$ cat config.mk
export PLATFORM = sky130hd
export DESIGN_NAME = dsa_control_fsm_simd
export DESIGN_NICKNAME = d
export VERILOG_FILES = /design/src/rtl/dsa_control_fsm_simd.sv
export SDC_FILE = /design/constraint.sdc
export NUM_CORES = 1
export LEC_CHECK = 0
export ABC_AREA = 0
export BUFFER_PORTS_ARGS = -buffer_cell sky130_fd_sc_hd__buf_2
export CAP_MARGIN = 20
export CORE_MARGIN = 2
export CORE_UTILIZATION = 45
export CTS_BUF_LIST = sky130_fd_sc_hd__clkbuf_4
export DETAILED_ROUTE_END_ITERATION = 6
export PLACE_DENSITY = 0.69
export SLEW_MARGIN = 5
export SYNTH_ARGS = -nofsm -noshare
export SYNTH_HDL_FRONTEND = slang
export SYNTH_SLANG_ARGS = --single-unit
$ cat constraint.sdc
create_clock -name clk -period 4.8 [get_ports clk]
set_clock_uncertainty 0.2 [all_clocks]
set_input_delay 0.24 -clock clk [delete_from_list [all_inputs] [get_ports clk]]
set_output_delay 0.24 -clock clk [all_outputs]
set_load 0.02 [all_outputs]
$ cat src/rtl/dsa_control_fsm_simd.sv
// Control FSM for the bilinear-interpolation DSA: walks the output image
// row-major, LANES pixels per group, sequencing fetch -> datapath -> write.
// Ports: clk, rst (async, active-high), enable, abort, img_width_out,
//   img_height_out; fetch_req/fetch_done, dp_start/dp_done handshakes;
//   write_enable, lane_mask, current_x, current_y, pixels_processed,
//   busy, ready.
// Optional macro DSA_STEP_MODE_EN adds step_mode, step_pulse, step_wait
// and a STEP_WAIT state between groups.
module dsa_control_fsm_simd #(
    parameter int LANES          = 4,
    parameter int COORD_W        = 16,
    parameter int IMG_WIDTH_MAX  = 512,
    parameter int IMG_HEIGHT_MAX = 512
) (
    input  logic               clk,
    input  logic               rst,
    input  logic               enable,
    input  logic               abort,
    input  logic [COORD_W-1:0] img_width_out,
    input  logic [COORD_W-1:0] img_height_out,
    output logic               fetch_req,
    input  logic               fetch_done,
    output logic               dp_start,
    input  logic               dp_done,
    output logic               write_enable,
    output logic [LANES-1:0]   lane_mask,
    output logic [COORD_W-1:0] current_x,
    output logic [COORD_W-1:0] current_y,
    output logic [31:0]        pixels_processed,
    output logic               busy,
    output logic               ready
`ifdef DSA_STEP_MODE_EN
    ,
    input  logic               step_mode,
    input  logic               step_pulse,
    output logic               step_wait
`endif
);

    typedef enum logic [3:0] {
        S_IDLE,
        S_INIT,
        S_REQ,
        S_WAIT_FETCH,
        S_INTERP,
        S_WRITE,
        S_NEXT,
        S_DONE
`ifdef DSA_STEP_MODE_EN
        ,
        S_STEP_WAIT
`endif
    } state_t;

    localparam logic [COORD_W:0] LANES_W = (COORD_W+1)'(LANES);

    state_t             state_q, state_d;
    logic [COORD_W-1:0] x_q, x_d;
    logic [COORD_W-1:0] y_q, y_d;
    logic [COORD_W-1:0] w_q, w_d;
    logic [COORD_W-1:0] h_q, h_d;
    logic [31:0]        pp_q, pp_d;

    logic               in_grp;
    logic [COORD_W:0]   x_adv;
    logic               row_more;
    logic               last_row;
    logic [31:0]        popcnt;

    // Compares are done one bit wider so x+i never wraps past w.
    assign x_adv    = {1'b0, x_q} + LANES_W;
    assign row_more = x_adv < {1'b0, w_q};
    assign last_row = ({1'b0, y_q} + (COORD_W+1)'(1)) == {1'b0, h_q};

    assign in_grp = (state_q == S_REQ) || (state_q == S_WAIT_FETCH) ||
                    (state_q == S_INTERP) || (state_q == S_WRITE) ||
                    (state_q == S_NEXT);

    always_comb begin
        lane_mask = '0;
        for (int i = 0; i < LANES; i++) begin
            lane_mask[i] = in_grp &&
                (({1'b0, x_q} + (COORD_W+1)'(i)) < {1'b0, w_q});
        end
    end

    always_comb begin
        popcnt = '0;
        for (int i = 0; i < LANES; i++) begin
            popcnt = popcnt + 32'(lane_mask[i]);
        end
    end

    always_comb begin
        state_d = state_q;
        x_d     = x_q;
        y_d     = y_q;
        w_d     = w_q;
        h_d     = h_q;
        pp_d    = pp_q;
        // Abort wins over everything and freezes the counters.
        if (abort && (state_q != S_IDLE)) begin
            state_d = S_IDLE;
        end else begin
            unique case (state_q)
                S_IDLE: begin
                    if (enable) begin
                        state_d = S_INIT;
                        x_d     = '0;
                        y_d     = '0;
                        pp_d    = '0;
                    end
                end
                S_INIT: begin
                    w_d = img_width_out;
                    h_d = img_height_out;
                    if ((img_width_out == '0) || (img_height_out == '0))
                        state_d = S_DONE;
                    else
                        state_d = S_REQ;
                end
                S_REQ: state_d = S_WAIT_FETCH;
                S_WAIT_FETCH: begin
                    if (fetch_done) state_d = S_INTERP;
                end
                S_INTERP: begin
                    if (dp_done) state_d = S_WRITE;
                end
                S_WRITE: state_d = S_NEXT;
                S_NEXT: begin
                    pp_d = pp_q + popcnt;
                    if (row_more) begin
                        x_d = x_adv[COORD_W-1:0];
                    end else begin
                        x_d = '0;
                        y_d = y_q + COORD_W'(1);
                    end
                    if (!row_more && last_row)
                        state_d = S_DONE;
`ifdef DSA_STEP_MODE_EN
                    else if (step_mode)
                        state_d = S_STEP_WAIT;
`endif
                    else
                        state_d = S_REQ;
                end
                S_DONE: begin
                    if (!enable) state_d = S_IDLE;
                end
`ifdef DSA_STEP_MODE_EN
                S_STEP_WAIT: begin
                    if (step_pulse) state_d = S_REQ;
                end
`endif
                default: state_d = S_IDLE;
            endcase
        end
    end

    always_ff @(posedge clk or posedge rst) begin
        if (rst) begin
            state_q <= S_IDLE;
            x_q     <= '0;
            y_q     <= '0;
            w_q     <= '0;
            h_q     <= '0;
            pp_q    <= '0;
        end else begin
            state_q <= state_d;
            x_q     <= x_d;
            y_q     <= y_d;
            w_q     <= w_d;
            h_q     <= h_d;
            pp_q    <= pp_d;
        end
    end

    assign fetch_req        = (state_q == S_REQ);
    assign dp_start         = (state_q == S_INTERP);
    assign write_enable     = (state_q == S_WRITE);
    assign current_x        = x_q;
    assign current_y        = y_q;
    assign pixels_processed = pp_q;
    assign busy             = (state_q != S_IDLE) && (state_q != S_DONE);
    assign ready            = (state_q == S_DONE);
`ifdef DSA_STEP_MODE_EN
    assign step_wait        = (state_q == S_STEP_WAIT);
`endif

    a_dim_bound: assert property (@(posedge clk) disable iff (rst)
        (state_q == S_INIT) |->
        ((img_width_out <= COORD_W'(IMG_WIDTH_MAX)) &&
         (img_height_out <= COORD_W'(IMG_HEIGHT_MAX))));

endmodule

==> summary.txt <==
Status
  – Run status: complete, no violations

Final layout
  – Sequential Area: 2430 um2
  – Final nets: 980
  – Layout cells sized above 1: 20.8%
  – Multi-input gate area in the final layout: 3980 um2
  – Post-route insts no fill: 1073
  – Area grow syn2layout: 19.3%
  – Layout fillers: 1363
  – Final Cell Area: 7990 um2

CTS
  – Clock root buffer: clkbuf_4
  – CTS H-tree depth: 3
  – CTS tree: built
  – CTS Buffer Depth: 2
  – CTS Buf Count: 9
  – Worst-skew pair later-pin latency: 490 ps
  – Num Clock Sinks: 97
  – Clock transition time at the flip-flop clock pins of the worst setup and hold paths: 170 ps

Timing
  – Min Hold Slack: 81.8 ps
  – Worst-Margin Slew: 833 ps
  – Unrepaired setup endpoints after global routing: false
  – Final Setup Violations: 0
  – Final Cycle Share: 93.9%
  – Slew headroom: 44.5%
  – Max Freq: 0.222 GHz
  – Final hold vios: 0
  – Slew Viols, Final: 0
  – Minimum clock period after layout: 4510 ps
  – Setup TNS: 0 ps

Global route
  – Grt ovf: 0
  – Initial antenna violation count: 1
  – Global-route wire length before repair: 29100 um
  – Largest net degree at the start of global routing: 67
  – Overall global routing resource usage: 22.5%
  – Vias in the first global route: 5666

Synth
  – Count of different cell masters after synthesis: 63
  – Synth cell count leaders: dfrtp_1 (97), nand2_1 (76), o21ai_0 (61)
  – Flops & latches, synth: 97
  – Post-synth ARST share: 100%
  – Sequential share of the synthesized area: 36.2%
  – Yosys synthesis warning count: 0
  – Avg Synthesized Cell Area: 8.86 um2
  – Synthesized instance count: 756
  – Synth top area cells: dfrtp_1 (36%), ha_1 (10%), o21ai_0 (4.6%)
  – Top_reg_cell synth: dfrtp_1
  – Area fraction of the dominant cell type after synthesis: 36.2%
  – Yosys top cell by area: dfrtp_1
  – Post-synth EDFFs: 0
  – Most common cell in the netlist: dfrtp_1
  – Post-Syn Area: 6700 um2

Floorplanning
  – Row Count: 44
  – Die Width: 126 um
  – IO Pins: 111
  – Initial Util: 46.1%
  – Die height: 126 um
  – Die area: 15900 um2
  – Core area: 14500 um2

Power and ir drop
  – LEAKAGE: 3.83 nW
  – Power Dens Cells: 356 nW/um2
  – Peak VDD IR: 0.189 mV

Job
  – Max_cap viols: 0

Setup path
  – Critical setup path kind: reg -> reg
  – Worst Path Arrival: 4730 ps
  – Crit end category: register
  – Worst Setup Start Kind: register
  – CP Max Fanout: 8
  – WP data required: 5020 ps

Drt
  – Avg WL per Cell: 16.2 um
  – Residual DRC: 0
  – Routed vias: 6024
  – Drt first-iter violations: 363
  – Routed WL: 17400 um
  – DRT Pass-1 Iters: 5
  – Final ANT Viol Nets: 0
  – DR vias/cell: 5.61

Placed design
  – Count of input and output buffers: 108
  – Placed instance area: 7470 um2
  – Detailed Place HPWL: 12600 um
  – Dpl cells: 1021
  – Gpl congestion: 0.864

Min path
  – HP Class: in -> reg
==> power breakdown <==
part           leakage, nW  switching (mW)  internal [mW]
logic                 2.46           0.741          0.539
registers             1.29           0.111          0.961
clock network       0.0806           0.320          0.170
total                 3.83            1.17           1.67
==> kinds of logic after synthesis <==
group / synth area share, %
compound gates: 17.6
xor+xnor: 7.19
fa+ha+maj: 11.5
buf+inv: 5.06
flops: 36.2
mux: 3.47
other cells: 0.0560
simple gates: 18.8
==> cell type report <==
| cell class | instances | area share, % |
|---|---|---|
| Antenna cell | 1 | 0.0313 |
| Clock buffer | 9 | 0.846 |
| Clock inverter | 7 | 1.08 |
| Inverter | 29 | 1.39 |
| Multi-Input combinational cell | 577 | 49.8 |
| Sequential cell | 97 | 30.4 |
| Tap cell | 184 | 2.88 |
| Timing Repair Buffer | 169 | 13.6 |
==> placed cells by master (no fill, tap or decap), types with 5 or more instances in the layout <==
| cell | count |
|---|---|
| clkbuf_4 | 9 |
| xnor2_1 | 32 |
| ha_1 | 56 |
| nor2_1 | 51 |
| inv_1 | 28 |
| a22o_1 | 6 |
| and4_1 | 5 |
| nor4_1 | 11 |
| o21ai_0 | 61 |
| nand3_1 | 38 |
| a21o_1 | 19 |
| nor3_1 | 15 |
| buf_2 | 108 |
| nand4_1 | 18 |
| dlygate4sd3_1 | 34 |
| dfrtp_1 | 97 |
| xor2_1 | 23 |
| o21a_1 | 8 |
| mux2_2 | 18 |
| a21oi_1 | 25 |
| or3_1 | 9 |
| and3_1 | 8 |
| o211ai_1 | 7 |
| a31oi_1 | 9 |
| nor2b_1 | 6 |
| nand2_1 | 76 |
| o31ai_1 | 12 |
| buf_4 | 27 |
==> metal layers <==
metal	GRT usage, %	share of wire (%)	routed length (um)
met4	6.98	1.8	310
met1	31.8	47	8230
met3	3.31	5.2	905
met5	0	0	0
met2	35.7	46	7940
==> what timing repair did <==
action,in CTS,in global routing
buffers inserted,0,1
hold buffers,34,0
setup endpoints to repair,0,11
resized for setup,0,5
hold endpoints to repair,100,0
==> sequential cells by signal, summed over array words and instances (netlist names) <==
| signal | cells |
|---|---|
| pixels_processed | 32 |
| current_y | 16 |
| state_q | 3 |
| w_q | 16 |
| h_q | 16 |
| current_x | 14 |
==> path summary, 6_finish.rpt <==
check / startpoint / cells after the start / end / slack [ps]
max in group asynchronous: rst / 4 / w_q[2] / 3180
min in group asynchronous: rst / 3 / pixels_processed[28] / 250
hold reg to reg: h_q[12] / 1 / h_q[12] / 350
setup / recovery: current_x[2] / 19 / pixels_processed[22] / 290
hold / removal: enable / 5 / state_q[0] / 80
setup reg to reg: current_x[2] / 19 / pixels_processed[22] / 290
==> critical path: stages (launching register included) <==
cell,delay [ps]
dfrtp_1,430
inv_1,90
ha_1,320
nor3_1,190
o21a_1,140
o211ai_1,100
a21oi_1,140
o21ai_0,120
a21oi_1,240
a2111oi_4,80
fa_1,560
fa_1,190
inv_1,60
fa_2,370
nand2b_1,180
nor3_2,210
nand3_1,120
nand2b_4,200
or3_1,370
a21oi_1,140
==> stage by stage <==
stage	util, %	setup slack, ps	power [mW]
floorplan	-	58.7	2.00
global placement	51.4	153	2.31
detailed placement	51.4	43.3	2.34
CTS	54.8	7.23	2.85
global route	55.0	12.6	3.07
finish	55.0	293	2.84
No activity file was read; power rests on OpenSTA's default activity.
